## src/rtl/coherence_arb_pkg.sv

```systemverilog
// Shared types for the coherence bus arbiter: request classes, FSM states
// and the grant-index width helper.
package coherence_arb_pkg;

  typedef enum logic [1:0] {
    REQ_R     = 2'd0,
    REQ_RX    = 2'd1,
    REQ_EVICT = 2'd2,
    REQ_INV   = 2'd3
  } arb_req_t;

  typedef enum logic [1:0] {
    ARB_IDLE    = 2'd0,
    ARB_GRANT   = 2'd1,
    ARB_RELEASE = 2'd2
  } arb_state_t;

  function automatic int idw_of(input int n);
    return (n > 1) ? $clog2(n) : 1;
  endfunction

endpackage

```

## src/rtl/rr_pick.sv

```systemverilog
// Rotating first-one finder: returns the first set candidate at or after
// start_i, wrapping modulo NREQ. start_i = 0 gives plain lowest-index.
module rr_pick
  import coherence_arb_pkg::*;
#(
  parameter int NREQ = 4,
  parameter int IDW  = idw_of(NREQ)
) (
  input  logic [NREQ-1:0] cand_i,
  input  logic [IDW-1:0]  start_i,
  output logic            found_o,
  output logic [IDW-1:0]  idx_o
);

  localparam logic [IDW:0] NREQ_W = (IDW + 1)'(NREQ);

  logic [NREQ-1:0] rot;
  logic [IDW-1:0]  off;
  logic [IDW:0]    sum;

  always_comb begin
    // Rotate so that bit 0 is the start position, then search upward.
    rot = NREQ'({cand_i, cand_i} >> start_i);
    off = '0;
    for (int i = NREQ - 1; i >= 0; i--) begin
      if (rot[i]) off = IDW'(i);
    end
    sum = {1'b0, start_i} + {1'b0, off};
    if (sum >= NREQ_W) sum = sum - NREQ_W;
    found_o = |cand_i;
    idx_o   = sum[IDW-1:0];
  end

endmodule

```

## src/rtl/coherence_bus_arbiter.sv

```systemverilog
// Request arbiter in front of the coherence bus controller: starvation
// override, eviction-first class, then round-robin or fixed priority.
//
// state       | meaning
// ARB_IDLE    | waiting for an unmasked request; picks and registers a winner
// ARB_GRANT   | grant held constant until done
// ARB_RELEASE | outputs cleared, previous winner masked for one cycle
module coherence_bus_arbiter
  import coherence_arb_pkg::*;
#(
  parameter int NREQ         = 4,
  parameter int MODE         = 0,
  parameter int EVICT_PRIO   = 1,
  parameter int STARVE_LIMIT = 8,
  localparam int IDW         = idw_of(NREQ)
) (
  input  logic              CLK,
  input  logic              nRST,
  input  logic [NREQ-1:0]   req,
  input  logic [2*NREQ-1:0] req_type,
  input  logic              done,
  output logic              grant_valid,
  output logic [IDW-1:0]    grant_id,
  output logic [NREQ-1:0]   grant_onehot,
  output arb_req_t          grant_type,
  output logic              forced
);

  localparam int             CW      = $clog2(STARVE_LIMIT + 1);
  localparam logic [CW-1:0]  LIMIT   = CW'(STARVE_LIMIT);
  localparam logic [IDW-1:0] LAST_ID = IDW'(NREQ - 1);
  localparam logic [IDW-1:0] ID_ZERO = '0;

  arb_state_t     state_q;
  logic [IDW-1:0] last_id_q;
  logic [CW-1:0]  cnt_q [NREQ];

  arb_req_t        type_v [NREQ];
  logic [NREQ-1:0] mask, req_m, starved, evict, cand, win_oh;
  logic [IDW-1:0]  rr_start, cand_start, starve_id, cand_id, win_id;
  logic            starve_found, cand_found;
  arb_req_t        win_type;

  always_comb begin
    mask    = '0;
    starved = '0;
    evict   = '0;
    for (int i = 0; i < NREQ; i++) begin
      type_v[i] = arb_req_t'(req_type[2*i +: 2]);
      mask[i]   = (state_q == ARB_RELEASE) && (last_id_q == IDW'(i));
    end
    req_m = req & ~mask;
    for (int i = 0; i < NREQ; i++) begin
      starved[i] = req_m[i] && (cnt_q[i] == LIMIT);
      evict[i]   = req_m[i] && (type_v[i] == REQ_EVICT);
    end
    cand       = ((EVICT_PRIO != 0) && (|evict)) ? evict : req_m;
    rr_start   = (last_id_q == LAST_ID) ? ID_ZERO : last_id_q + IDW'(1);
    cand_start = (MODE != 0) ? ID_ZERO : rr_start;
  end

  rr_pick #(.NREQ(NREQ), .IDW(IDW)) u_pick_starve (
    .cand_i  (starved),
    .start_i (ID_ZERO),
    .found_o (starve_found),
    .idx_o   (starve_id)
  );

  rr_pick #(.NREQ(NREQ), .IDW(IDW)) u_pick_cand (
    .cand_i  (cand),
    .start_i (cand_start),
    .found_o (cand_found),
    .idx_o   (cand_id)
  );

  always_comb begin
    win_id   = starve_found ? starve_id : cand_id;
    win_type = REQ_R;
    win_oh   = '0;
    for (int i = 0; i < NREQ; i++) begin
      if (win_id == IDW'(i)) begin
        win_type  = type_v[i];
        win_oh[i] = 1'b1;
      end
    end
  end

  always_ff @(posedge CLK or negedge nRST) begin
    if (!nRST) begin
      state_q      <= ARB_IDLE;
      last_id_q    <= LAST_ID;
      grant_valid  <= 1'b0;
      grant_id     <= '0;
      grant_onehot <= '0;
      grant_type   <= REQ_R;
      forced       <= 1'b0;
      for (int i = 0; i < NREQ; i++) cnt_q[i] <= '0;
    end else begin
      // Counters age only on grants issued to someone else.
      for (int i = 0; i < NREQ; i++) begin
        if (!req[i]) begin
          cnt_q[i] <= '0;
        end else if ((state_q == ARB_IDLE) && cand_found) begin
          if (win_id == IDW'(i))  cnt_q[i] <= '0;
          else if (cnt_q[i] != LIMIT) cnt_q[i] <= cnt_q[i] + CW'(1);
        end
      end
      case (state_q)
        ARB_IDLE: begin
          if (cand_found) begin
            state_q      <= ARB_GRANT;
            grant_valid  <= 1'b1;
            grant_id     <= win_id;
            grant_onehot <= win_oh;
            grant_type   <= win_type;
            forced       <= starve_found;
            last_id_q    <= win_id;
          end
        end
        ARB_GRANT: begin
          if (done) begin
            state_q      <= ARB_RELEASE;
            grant_valid  <= 1'b0;
            grant_id     <= '0;
            grant_onehot <= '0;
            grant_type   <= REQ_R;
            forced       <= 1'b0;
          end
        end
        ARB_RELEASE: state_q <= ARB_IDLE;
        default:     state_q <= ARB_IDLE;
      endcase
    end
  end

endmodule

```

## config.mk

```make
export PLATFORM = sky130hd
export DESIGN_NAME = coherence_bus_arbiter
export DESIGN_NICKNAME = d
export VERILOG_FILES = /design/src/rtl/coherence_arb_pkg.sv /design/src/rtl/rr_pick.sv /design/src/rtl/coherence_bus_arbiter.sv
export SDC_FILE = /design/constraint.sdc
export NUM_CORES = 1
export LEC_CHECK = 0
export ABC_AREA = 0
export CELL_PAD_IN_SITES_DETAIL_PLACEMENT = 1
export CELL_PAD_IN_SITES_GLOBAL_PLACEMENT = 1
export CORE_MARGIN = 2
export CORE_UTILIZATION = 30
export CTS_BUF_LIST = sky130_fd_sc_hd__clkbuf_4
export DETAILED_ROUTE_END_ITERATION = 8
export PLACE_DENSITY = 0.64
export SYNTH_ARGS = -nofsm -noshare
export SYNTH_HDL_FRONTEND = slang
export SYNTH_HIERARCHICAL = 1
export SYNTH_SLANG_ARGS = --single-unit
export TNS_END_PERCENT = 50
```

## constraint.sdc

```tcl
create_clock -name CLK -period 5.4 [get_ports CLK]
set_clock_uncertainty 0.15 [all_clocks]
set_input_delay 1.08 -clock CLK [delete_from_list [all_inputs] [get_ports CLK]]
set_output_delay 1.08 -clock CLK [all_outputs]
set_load 0.1 [all_outputs]
```

; Word-level counts from Yosys, hierarchy flattened
; Index checks and enable logic that the tools add are counted.
[word_totals]
regBits = 30
latch_bits = 0
ramBits = 0
rom_bits = 0
input_bits = 15
output_inout_bits = 10
word_cells = 134
mem_count = 0
[classes]
add_sub_neg = 8
mul = 0
n_div = 0
magnitude_cmp = 2
eq_ne = 30
shift = 1
n_mux = 53
bitwise = 2
n_reduce_logical = 27
[ops]
columns = op, n
row1 = 2-to-1 mux 4 bit, 19
row2 = 2-to-1 mux 2 bit, 21
row3 = == test 2 bit (second input constant), 9
row4 = adder 4 x 1 -> 4 bit (second input constant), 4
row5 = == test 4 bit (second input constant), 4
row6 = inequality test 4 bit (second input constant), 4
row7 = logical AND 1 bit, 13
row8 = inequality test 3 x 1 -> 1 bit (second input constant), 4
row9 = one-hot mux 2 bit (2 select lines), 3
row10 = AND reduction 2 bit, 6
row11 = OR reduction 4 bit, 3
row12 = inequality test 2 x 1 -> 1 bit (second input constant), 4
row13 = one-hot mux 4 bit (2 select lines), 1
row14 = >> shifter 8 x 2 -> 4 bit, 1
row15 = 2-to-1 mux 1 bit, 7
row16 = == test 2 x 1 -> 1 bit (second input constant), 3
row17 = zero test 2 bit, 3
row18 = AND 4 bit, 1
row19 = inequality test 2 bit (second input constant), 2
row20 = inverter 4 bit, 1
row21 = one-hot mux 1 bit (2 select lines), 2
row22 = subtractor 2 x 1 -> 2 bit (second input constant), 2
row23 = adder 2 x 2 -> 3 bit, 1
row24 = >= comparator 2 x 3 -> 1 bit (second input constant), 1
row25 = other kinds (4), 4

; Depth between registers and ports, before layout
; Gate-level depths: netlist of the first run.
[logic_depth]
ltp_word = 23
ltp_mapped = 17
depth_no_buf = 17

; Hierarchy
; Netlist of the first run, hierarchy kept.
[modules_own_cells]
columns = module, n_inst, cells_per_inst, area_per_inst_um2, seq_area_each_um2
row1 = coherence_bus_arbiter, 1, 201, 1866.8, 753.2
row2 = rr_pick, 2, 27, 178.9, 0.0

; Worst setup path before layout of the first run
; Ideal clock, no wire load.
[synth_timing]
path_kind = input to register
from = in req[3]
to = reg cnt_q[15] (netlist bit)
setup_ns = 0.119
t_arrival_ns = 3.470
t_required_ns = 5.131
setup_slack_ns = 1.661
cell_stages = 15
path_buffers = 1
path_cell_list = buf_1 > nand4b_1 > nand3_1 > a21oi_1 > nor2_1 > nor3_1 > a21oi_1 > o211ai_1 > ha_1 > xor2_1 > xnor2_1 > mux2_4 > nor2_1 > o21ai_0 > o21a_1
[synth_via]
elab_chain_len = 17
elab_cells_between_ends = 32
classes_between = add/sub (3) / order compare (2) / eq/ne (2) / shift (1) / mux (15) / bitwise (1) / reduce/logical (8)
[synth_rtl]
columns = element, line_no
row1 = from (decl), coherence_bus_arbiter.sv:19  ; input logic [NREQ-1:0] req,
row2 = AND 4 bit (*), coherence_bus_arbiter.sv:52  ; req_m = req & ~mask;
row3 = logical AND 1 bit (*), coherence_bus_arbiter.sv:55  ; evict[i] = req_m[i] && (type_v[i] == REQ_EVICT);
row4 = OR reduction 4 bit (*), coherence_bus_arbiter.sv:57  ; cand = ((EVICT_PRIO != 0) && (|evict)) ? evict : req_m;
row5 = 2-to-1 mux 4 bit (*), coherence_bus_arbiter.sv:57
row6 = named net cand[2], coherence_bus_arbiter.sv:39  ; logic [NREQ-1:0] mask, req_m, starved, evict, cand, win_oh;
row7 = >> shifter 8 x 2 -> 4 bit (*), rr_pick.sv:23  ; rot = NREQ'({cand_i, cand_i} >> start_i);
row8 = 2-to-1 mux 2 bit (3 in a row), rr_pick.sv:26  ; if (rot[i]) off = IDW'(i);
row9 = 2-to-1 mux 2 bit (*), rr_pick.sv:26
row10 = adder 2 x 2 -> 3 bit (*), rr_pick.sv:28  ; sum = {1'b0, start_i} + {1'b0, off};
row11 = >= comparator 3 bit / subtractor 2 x 1 -> 2 bit (equally long branches), rr_pick.sv:29  ; if (sum >= NREQ_W) sum = sum - NREQ_W;
row12 = 2-to-1 mux 2 bit (*), rr_pick.sv:29
row13 = named net cand_id[1], coherence_bus_arbiter.sv:40  ; logic [IDW-1:0] rr_start, cand_start, starve_id, cand_id, win_id;
row14 = 2-to-1 mux 2 bit (*), coherence_bus_arbiter.sv:77  ; win_id = starve_found ? starve_id : cand_id;
row15 = zero test 2 bit (*), coherence_bus_arbiter.sv:104  ; if (win_id == IDW'(i)) cnt_q[i] <= '0;
row16 = 2-to-1 mux 4 bit, coherence_bus_arbiter.sv:104
row17 = 2-to-1 mux 4 bit, coherence_bus_arbiter.sv:103  ; end else if ((state_q == ARB_IDLE) && cand_found) begin
row18 = 2-to-1 mux 4 bit, coherence_bus_arbiter.sv:101  ; if (!req[i]) begin
row19 = "to (signal, indexed assignment)", coherence_bus_arbiter.sv:102  ; cnt_q[i] <= '0;
row20 = "to (signal, indexed assignment)", coherence_bus_arbiter.sv:104
row21 = to (decl), coherence_bus_arbiter.sv:36  ; logic [CW-1:0] cnt_q [NREQ];
; Mark *: on every way through the listed nets, which the timed path passes. The rest lies on a longest branch. The select of a mux whose other input is x is not followed.
; A chain may end at the register's enable or synchronous reset.

; Final worst setup path of the first run
; Ends and elaborated chain as after synthesis.

==> results of run 1 <==
## worst paths after layout
| check | to | startpoint | slack [ns] |
|---|---|---|---|
| max reg2reg | cnt_q[15] | last_id_q[0] | 1.53 |
| max in group asynchronous | last_id_q[0] | nRST | 3.79 |
| max | cnt_q[15] | req[3] | 0.98 |
| min reg2reg | grant_id[1] | grant_id[1] | 0.35 |
| min | grant_id[1] | grant_id[1] | 0.35 |
| min in group asynchronous | grant_id[0] | nRST | 0.99 |
## logic make-up after synthesis
group                    count (synthesis)
other                                    1
AO/OA/AOI/OAI                           57
adder cells (fa/ha/maj)                 14
buffers and inverters                   22
XOR/XNOR                                 7
multiplexers                             7
flip-flops                              30
AND/OR/NAND/NOR                        117
## power by group through the flow
stage	logic, uW	registers, uW	clock network [uW]
2_1_floorplan	587	503	0
3_3_place_gp	966	345	0
3_5_place_dp	979	348	0
4_1_cts	983	344	141
5_1_grt	1070	353	150
6_report	977	342	137
## per-stage QoR
step | total power [uW] | worst slack [ns] | util (%) | hold slack (ns)
final | 1460 | 0.980 | 36.4 | 0.349
after detailed placement | 1330 | 0.659 | 35.7 | 0.325
after global routing | 1570 | 0.667 | 36.4 | 0.382
after floorplan | 1090 | 1.66 | - | 0.355
after global placement | 1310 | 0.718 | 35.7 | 0.324
after CTS | 1470 | 1.02 | 36.4 | 0.357
## cells in the mapped netlist, types with 4 or more instances
cell type | number | area share (%)
a21oi_1 | 13 | 2.9
a22o_1 | 4 | 1.6
dfrtp_1 | 28 | 31
ha_1 | 14 | 7.9
inv_1 | 14 | 2.4
nand2_1 | 30 | 5.1
nand2b_1 | 9 | 2.5
nand3_1 | 14 | 3.1
nand3b_1 | 9 | 3.0
nand4b_1 | 5 | 2.0
nor2_1 | 22 | 3.7
nor2b_1 | 4 | 1.1
nor3_1 | 7 | 1.6
nor3b_1 | 4 | 1.3
nor4_1 | 4 | 1.1
o21ai_0 | 13 | 2.9
o22ai_1 | 4 | 1.1
xor2_1 | 4 | 1.6
## registers in the layout, indices dropped and copies added, names as in the netlist
register / flops
cnt_q: 16
grant_onehot: 4
grant_id: 2
grant_type: 2
last_id_q: 2
state_q: 2
forced: 1
grant_valid: 1
## cells in the final DEF, fill, tap and decap left out, types with 3 or more instances in the layout
cell type / count
nor2_1: 22
inv_1: 14
nand2_1: 30
nand3_1: 14
nand3b_1: 9
xnor2_1: 3
nor3b_1: 4
a21oi_1: 13
nand4b_1: 5
clkdlybuf4s50_1: 24
a31oi_1: 3
clkbuf_4: 6
ha_1: 14
nor3_1: 7
o22ai_1: 4
a22o_1: 4
nor4_1: 4
nand2b_1: 9
nor2b_1: 4
conb_1: 9
xor2_1: 4
o21ai_0: 13
dfrtp_1: 28
## layout make-up
cell class                      count  area [um^2]  share of cell area [%]
Clock buffer                        6         45.0                    1.71
Sequential cell                    30          753                    28.7
Timing Repair Buffer               26          255                    9.71
Multi-Input combinational cell    211         1390                    52.9
Clock inverter                      2         8.76                   0.333
Tap cell                           99          124                    4.71
Inverter                           14         52.6                    2.00
## routing by layer
layer	vias up	GRT usage, %	wire (um)	share of wire (%)
met3	4	3.69	186	3.1
met1	965	21.3	3020	50
met2	30	25.5	2830	47
met5	-	0	0	0
met4	0	3.21	36	0.59
li1	975	-	-	-
## critical path, cell delays in order
cell,delay (ns)
clkdlybuf4s50_1,0.60
nand4b_1,0.25
nand3_1,0.09
a21oi_1,0.53
nor2_1,0.14
nor3_1,0.18
a21oi_1,0.11
o211ai_1,0.13
ha_1,0.19
xor2_1,0.17
xnor2_1,0.11
mux2_4,0.34
nor2_1,0.25
o21ai_0,0.14
o21a_1,0.19
==> flow_metrics.env, run 1 <==
export IMPL_async_flop_share_pct=100
export IMPL_yosysUniqueCellTypes=51
export IMPL_syn_area_um2=2220
export IMPL_cts_max_level=2
export IMPL_antenna_found_initial=0
export IMPL_hold_class="register to register"
export IMPL_grt_pass1_wl_mm=10.4
export IMPL_synth_seq_cells=30
export IMPL_yosysWarnings=6
export IMPL_grt_pass1_vias=2089
export IMPL_vias=1974
export IMPL_clk_insertion_delay_late_ns=0.34
export IMPL_cp_max_fo=10
export IMPL_track_usage_pct=15.7
export IMPL_rsz0062_at_grt="false"
export IMPL_slew_headroom_pct=34.8
export IMPL_io_pins=25
export IMPL_synth_ff_type="dfrtp_1"
export IMPL_synth_top_family_by_area="simple AND/OR/NAND/NOR gates"
export IMPL_die_w_um=90.1
export IMPL_dieArea_um2=8120
export IMPL_synth_simple_gate_area_share_pct=28.0
export IMPL_drt_wl_total_mm=6.07
export IMPL_first_pass_iters=4
export IMPL_combPwrFrac_pct=67.1
export IMPL_clock_path_buffers=2
export IMPL_fillCellCount=894
export IMPL_start_kind="input pin"
export IMPL_timing_setup_tns_ns=0
export IMPL_holdBufCountCts=0
export IMPL_grt_max_degree=31
export IMPL_hold_violations=0
export IMPL_antenna_left=0
export IMPL_antenna_cells=0
export IMPL_design_area_um2=2630
export IMPL_p_int_uw=682
export IMPL_drt_iter0_drc=62
export IMPL_switchingPower_uw=774
export IMPL_postCtsSetupBuffers=0
export IMPL_tightest_slew_ns=0.975
export IMPL_cts_resized_gates=0
export IMPL_seq_area_frac_synth_pct=33.9
export IMPL_synth_area_per_cell_um2=8.72
export IMPL_seqPwrFrac_pct=23.5
export IMPL_synth_xor_area_share_pct=2.76
export IMPL_switching_share_pct=53.2
export IMPL_core_um2=7210
export IMPL_synthMuxAreaShare_pct=4.78
export IMPL_outcome="complete, no violations"
export IMPL_fin_crit_sh_pct=81.8
export IMPL_postPlaceCellArea_um2=2570
export IMPL_ff2ff_path_depth=16
export IMPL_floorplan_initialDensity_pct=30.8
export IMPL_layout_nets=317
export IMPL_cts_buffers=5
export IMPL_fmax_mhz=226
export IMPL_die_h_um=90.1
export IMPL_critPathKind="input pin to register"
export IMPL_dp_cells=380
export IMPL_min_period_ns=4.42
export IMPL_wl_per_cell_um=15.6
export IMPL_synth_compound_area_share_pct=17.6
export IMPL_drive_gt1_share_pct=7.27
export IMPL_drc=0
export IMPL_path_clk_slew_ns=0.11
export IMPL_syn_inst=255
export IMPL_power_share_clock_pct=9.4
export IMPL_maxCapViolations=0
export IMPL_cellPowerDensity_nw_per_um2=554
export IMPL_numPortBuffers=24
export IMPL_worstPathRequired_ns=5.49
export IMPL_cts_root_buf="clkbuf_4"
export IMPL_fp_row_count=31
export IMPL_gp_congestion=0.791
export IMPL_cts_sinks=30
export IMPL_synthAdderAreaFrac_pct=7.87
export IMPL_ir_worst_vdd_uv=383
export IMPL_synth_edf_count=0
export IMPL_p_leak_uw=0.00111
export IMPL_area_delta_synth_final_pct=18.2
export IMPL_end_kind="register"
export IMPL_final_setup_viol_count=0
export IMPL_fin_cells=388
export IMPL_place_hpwl_mm=4.62
export IMPL_worstPathArrival_ns=4.51
export IMPL_grt_overflow_total=0
export IMPL_slew_violations=0
export IMPL_cts_tree="yes"
export IMPL_hold_depth=1
export IMPL_vias_per_cell=5.09
Note: power is estimated with default switching activity, not from simulation.
==> inputs of run 2 (changes only) <==
--- a/config.mk
+++ b/config.mk
@@ -12,7 +12,7 @@
 export CORE_UTILIZATION = 30
 export CTS_BUF_LIST = sky130_fd_sc_hd__clkbuf_4
 export DETAILED_ROUTE_END_ITERATION = 8
-export PLACE_DENSITY = 0.64
+export PLACE_DENSITY = 0.67
 export SYNTH_ARGS = -nofsm -noshare
 export SYNTH_HDL_FRONTEND = slang
 export SYNTH_HIERARCHICAL = 1
==> constraint.sdc (replaced) <==
create_clock -name CLK -period 3.95 [get_ports CLK]
set_clock_uncertainty 0.15 [all_clocks]
set_input_delay 0.79 -clock CLK [delete_from_list [all_inputs] [get_ports CLK]]
set_output_delay 0.79 -clock CLK [all_outputs]
set_load 0.1 [all_outputs]
==> flow_metrics.env, run 2 (synthesized netlist as in run 1, its figures left out) <==
export IMPL_outcome="complete, no violations"
export IMPL_crit_family="simple AND/OR/NAND/NOR gates"
export IMPL_die_w_um=90.1
export IMPL_drc=0
export IMPL_p_leak_uw=0.00129
export IMPL_cts_buffers=5
export IMPL_core_um2=7210
export IMPL_grt_util_met1_pct=22.5
export IMPL_vias_per_cell=5.01
export IMPL_fin_cells=421
export IMPL_ir_worst_vdd_uv=372
export IMPL_p_int_uw=1260
export IMPL_cts_root_buf="clkbuf_4"
export IMPL_max_stage_delay_ns=0.54
export IMPL_final_cell_mix="buf_4, nand2_1, dfrtp_1"
export IMPL_start_kind="input pin"
export IMPL_place_hpwl_mm=4.88
export IMPL_antenna_found_initial=0
export IMPL_hold_class="register to register"
export IMPL_switchingPower_uw=1140
export IMPL_first_pass_iters=4
export IMPL_largest_register="cnt_q"
export IMPL_top_regs="cnt_q (16), grant_onehot (4)"
export IMPL_end_kind="register"
export IMPL_drt_iter0_drc=132
export IMPL_cp_max_fo=7
export IMPL_whs_ns=0.350
export IMPL_maxCapViolations=0
export IMPL_use_met2_pct=26.6
export IMPL_clk_insertion_delay_late_ns=0.33
export IMPL_critical_path_buf_inv_count=2
export IMPL_critPathKind="input pin to register"
export IMPL_holdBufCountCts=0
export IMPL_numPortBuffers=24
export IMPL_design_area_um2=2930
export IMPL_cts_max_level=2
export IMPL_antenna_cells=0
export IMPL_power_share_clock_pct=10.1
export IMPL_postPlaceCellArea_um2=2810
export IMPL_switching_share_pct=47.5
export IMPL_min_period_ns=3.68
export IMPL_io_pins=25
export IMPL_path_clk_slew_ns=0.11
export IMPL_slew_violations=0
export IMPL_drive_gt1_share_pct=18.6
export IMPL_cts_tree="yes"
export IMPL_grt_max_degree=31
export IMPL_worstPathRequired_ns=4.03
export IMPL_layout_commonest_cell="buf_4"
export IMPL_track_usage_pct=16.2
export IMPL_path_cells="clkdlybuf4s50_1, nand4b_1, nand3_1, a21oi_1, buf_4, nor2_1, nor3_1, a21oi_1, o211ai_1, ha_1, xor2_1, xnor2_1, mux2_4, nor2_1, o21ai_0, o21a_1"
export IMPL_combPwrFrac_pct=70.5
export IMPL_slew_headroom_pct=35.2
export IMPL_power_uw=2410
export IMPL_cpMaxStageDelayCell="clkdlybuf4s50_1"
export IMPL_tightest_slew_ns=0.969
export IMPL_fillCellCount=870
export IMPL_clock_path_buffers=2
export IMPL_dieArea_um2=8120
export IMPL_drt_wl_total_mm=6.38
export IMPL_grt_pass1_vias=2151
export IMPL_largest_register_ffs=16
export IMPL_seqPwrFrac_pct=19.4
export IMPL_gp_congestion=0.789
export IMPL_grt_overflow_total=0
export IMPL_die_h_um=90.1
export IMPL_fin_crit_sh_pct=93.1
export IMPL_fmax_mhz=272
export IMPL_antenna_left=0
export IMPL_area_delta_synth_final_pct=31.8
export IMPL_dp_cells=411
export IMPL_fp_row_count=31
export IMPL_final_setup_viol_count=0
export IMPL_cts_sinks=30
export IMPL_hold_violations=0
export IMPL_gr_max_usage_layer="met2"
export IMPL_met3_usage_pct=3.02
export IMPL_floorplan_initialDensity_pct=30.8
export IMPL_vias=2109
export IMPL_cellPowerDensity_nw_per_um2=820
export IMPL_grt_pass1_wl_mm=10.7
export IMPL_utilization_pct=40.6
export IMPL_wl_per_cell_um=15.2
export IMPL_worstPathArrival_ns=3.76
export IMPL_layout_nets=351
[run 2: final cells by class]
cell class                 count  area, um^2  area share, %
clock buffer                   5        37.5           1.28
clock inverter                 2        33.8           1.15
inverter                      14        52.6           1.79
multi-input combinational    211        1420           48.4
sequential                    30         753           25.7
tap                           99         124           4.23
timing repair buffer          60         510           17.4
[run 2: worst paths after layout]
kind	start	to	slack, ns	cells past startpoint
setup / recovery	req[0]	cnt_q[15]	0.27	16
hold / removal	grant_onehot[3]	grant_onehot[3]	0.35	1
setup reg to reg	last_id_q[0]	cnt_q[15]	0.32	18
hold reg to reg	grant_onehot[3]	grant_onehot[3]	0.35	1
max in group asynchronous	nRST	last_id_q[1]	2.61	2
min in group asynchronous	nRST	cnt_q[4]	0.69	2
[run 2: routing by layer]
layer	up-vias	share of wire [%]
met3	6	2.8
met4	0	0.75
met5	-	0
li1	1037	-
met1	1037	50
met2	29	46
[run 2: power groups by stage]
stage                     Clock (uW)  Sequential, uW  Combinational, uW
after global placement             0             469               1580
final                            243             466               1700
after CTS                        253             467               1620
after global routing             265             480               1840
after floorplan                    0             688                803
after detailed placement           0             472               1610
[run 2: through the flow]
stage	setup slack (ns)	setup TNS, ns
6_report	0.273	0
3_5_place_dp	-0.165	-1.21
2_1_floorplan	0.501	0
4_1_cts	0.180	0
5_1_grt	-0.0264	-0.0264
3_3_place_gp	-0.135	-0.242
[run 2: worst reg2reg max path: stages (launching register included)]
cell and delay [ns]:
dfstp_2 0.57, inv_1 0.08, ha_1 0.19, nand3b_1 0.14
nand4b_1 0.18, nand3_1 0.15, a21oi_1 0.08, buf_4 0.15
nor2_1 0.14, nor3_1 0.06, a21oi_1 0.14, o211ai_1 0.11
ha_1 0.20, xor2_1 0.15, xnor2_1 0.15, mux2_4 0.34
nor2_1 0.25, o21ai_0 0.14, o21a_1 0.19
[run 2: what timing repair did]
item | CTS | global route
setup buffers | 0 | 3
gates resized for setup | 0 | 8
endpoints found under the setup margin | 0 | 9
hold endpoints to repair | 0 | 0
==> inputs of run 3 (changes only) <==
--- a/config.mk
+++ b/config.mk
@@ -9,10 +9,11 @@
 export CELL_PAD_IN_SITES_DETAIL_PLACEMENT = 1
 export CELL_PAD_IN_SITES_GLOBAL_PLACEMENT = 1
 export CORE_MARGIN = 2
-export CORE_UTILIZATION = 30
+export CORE_UTILIZATION = 40
 export CTS_BUF_LIST = sky130_fd_sc_hd__clkbuf_4
 export DETAILED_ROUTE_END_ITERATION = 8
-export PLACE_DENSITY = 0.67
+export PLACE_DENSITY = 0.83
+export SETUP_SLACK_MARGIN = 0.15
 export SYNTH_ARGS = -nofsm -noshare
 export SYNTH_HDL_FRONTEND = slang
 export SYNTH_HIERARCHICAL = 1
==> flow_metrics.env, run 3 (synthesized netlist as in run 1, its figures left out) <==
export IMPL_crit_family="compound AO/OA/AOI/OAI gates"
export IMPL_drt_iter0_drc=95
export IMPL_antenna_found_initial=0
export IMPL_fillCellCount=654
export IMPL_rr_startpoint="last_id_q[0]"
export IMPL_cp_max_fo=8
export IMPL_floorplan_initialDensity_pct=40.9
export IMPL_outcome="complete, no violations"
export IMPL_p_int_uw=1250
export IMPL_tightest_slew_ns=0.976
export IMPL_ff2ff_path_depth=18
export IMPL_hold_class="register to register"
export IMPL_combPwrFrac_pct=70.2
export IMPL_cts_buffers=5
export IMPL_min_period_ns=3.74
export IMPL_p_leak_uw=0.00131
export IMPL_cpMaxStageDelayCell="clkdlybuf4s50_1"
export IMPL_first_pass_iters=4
export IMPL_antenna_left=0
export IMPL_drive_gt1_share_pct=20.7
export IMPL_critical_path_buf_inv_count=1
export IMPL_worst_slack_ns=0.208
export IMPL_min_from="grant_onehot[3]"
export IMPL_switchingPower_uw=1190
export IMPL_end_kind="register"
export IMPL_slew_violations=0
export IMPL_post_place_ws_ns=-0.0717
export IMPL_numPortBuffers=24
export IMPL_power_uw=2440
export IMPL_cts_root_buf="clkbuf_4"
export IMPL_io_pins=25
export IMPL_crit_path_start="req_type[2]"
export IMPL_seqPwrFrac_pct=19.2
export IMPL_clk_insertion_delay_late_ns=0.34
export IMPL_cts_tree="yes"
export IMPL_vias_per_cell=5.58
export IMPL_grt_max_degree=31
export IMPL_dieArea_um2=6170
export IMPL_topRoutingLayerUsed="met4"
export IMPL_fp_row_count=27
export IMPL_wl_met1_mm=2.92
export IMPL_gp_congestion=0.892
export IMPL_wl_per_cell_um=17.3
export IMPL_track_usage_pct=22.1
export IMPL_largest_register_ffs=16
export IMPL_cellPowerDensity_nw_per_um2=834
export IMPL_drt_wl_total_mm=6.75
export IMPL_rsz0062_at_grt="true"
export IMPL_largest_register="cnt_q"
export IMPL_fmax_mhz=267
export IMPL_worstPathArrival_ns=3.82
export IMPL_worstReg2RegEnd="cnt_q[15]"
export IMPL_place_hpwl_mm=4.89
export IMPL_top_regs="cnt_q (16), grant_onehot (4)"
export IMPL_hold_violations=0
export IMPL_whs_ns=0.356
export IMPL_worstPathRequired_ns=4.03
export IMPL_slew_headroom_pct=34.7
export IMPL_final_cell_mix="buf_4, nand2_1, dfrtp_1"
export IMPL_ir_worst_vdd_uv=626
export IMPL_crit_end="cnt_q[15]"
export IMPL_met2_length_mm=3.57
export IMPL_grt_overflow_total=0
export IMPL_holdBufCountCts=0
export IMPL_rrSetupSlack_ns=0.23
export IMPL_dr_wl_met3_um=142
export IMPL_max_stage_delay_ns=0.49
export IMPL_maxCapViolations=0
export IMPL_layout_nets=347
export IMPL_drc=0
export IMPL_path_cells="clkdlybuf4s50_1, nand4b_1, nand3_1, a21oi_2, nor2_2, nor3_1, a21oi_1, o211ai_1, ha_2, xor2_2, xnor2_2, mux2_4, nor2_4, o21ai_0, o21a_1"
export IMPL_switching_share_pct=48.8
export IMPL_clock_path_buffers=2
export IMPL_path_clk_slew_ns=0.09
export IMPL_antenna_cells=0
export IMPL_critPathKind="input pin to register"
export IMPL_start_kind="input pin"
export IMPL_crit_cells=15
export IMPL_die_w_um=78.6
export IMPL_die_h_um=78.6
export IMPL_cts_max_level=2
export IMPL_vias=2181
export IMPL_grt_pass1_wl_mm=10.8
export IMPL_final_setup_viol_count=0
export IMPL_area_delta_synth_final_pct=31.7
export IMPL_core_um2=5440
export IMPL_grt_pass1_vias=2288
export IMPL_power_share_clock_pct=10.6
export IMPL_cts_sinks=30
export IMPL_layout_commonest_cell="buf_4"
export IMPL_fin_crit_sh_pct=94.7
==> run 3: changes by cell type in the layout (fill, tap and decap cells not counted), moves of 2 or more <==
cell,change
buf_4,-4
clkbuf_4,+2
clkdlybuf4s50_1,-2
dlymetal6s2s_1,+2
nor2_1,-2
==> run 3: how the worst min path moves through the flow <==
stage                                 end  slack (ns)  cells past startpoint
final                     grant_onehot[3]        0.36                      1
after CTS                 grant_onehot[3]        0.37                      1
after floorplan                  cnt_q[0]        0.34                      0
after detailed placement  grant_onehot[3]        0.33                      1
after global placement        grant_id[1]        0.33                      1
after global routing          grant_id[1]        0.39                      1
==> run 3: metrics by stage <==
stage | instances | TNS, ns | area, um^2 | util [%]
2_1_floorplan | 263 | 0 | 2250 | -
3_3_place_gp | 383 | 0 | 2770 | 50.9
3_5_place_dp | 383 | -0.383 | 2770 | 50.9
4_1_cts | 391 | 0 | 2850 | 52.4
5_1_grt | 391 | -0.000980 | 2930 | 53.9
6_report | 391 | 0 | 2930 | 53.9
==> run 3: final cells by class <==
type / instances / area [um^2] / area share (%)
flip-flops and latches: 30 / 753 / 25.7
repair buffers: 56 / 485 / 16.6
well taps: 72 / 90.1 / 3.08
clock inverters: 1 / 30.0 / 1.03
inverters: 14 / 52.6 / 1.79
multi-input cells: 211 / 1470 / 50.0
clock buffers: 7 / 52.6 / 1.79
==> run 3: worst register-to-register path, cell delays in order, from the launching register on <==
cell and delay (ns):
dfstp_2 0.57, inv_1 0.08, ha_1 0.21, nand3b_1 0.12, nand4b_1 0.20, nand3_1 0.14, a21oi_1 0.08, buf_4 0.15
nor2_2 0.17, nor4_4 0.05, a21oi_1 0.19, o211ai_1 0.13, ha_2 0.20, xor2_2 0.15, xnor2_2 0.16, mux2_4 0.36
nor2_4 0.16, o21ai_0 0.14, o21a_1 0.20
==> run 3: power groups by stage <==
stage               combinational (uW)  sequential (uW)  clock (uW)
floorplan                          803              688           0
global placement                  1530              470           0
detailed placement                1570              473           0
CTS                               1600              468         269
global route                      1850              479         285
finish                            1710              470         258
==> run 3: layer usage <==
metal | track usage, % | up-vias
li1 | - | 1033
met1 | 25.6 | 1106
met2 | 40.3 | 29
met3 | 4.25 | 13
met4 | 8.07 | 0
met5 | 0 | -
==> run 3: timing repair <==
| item | CTS | global route |
|---|---|---|
| setup buffers | 0 | 0 |
| setup endpoints to repair | 1 | 18 |
| pin swaps | 0 | 9 |
| gates resized for setup | 1 | 17 |
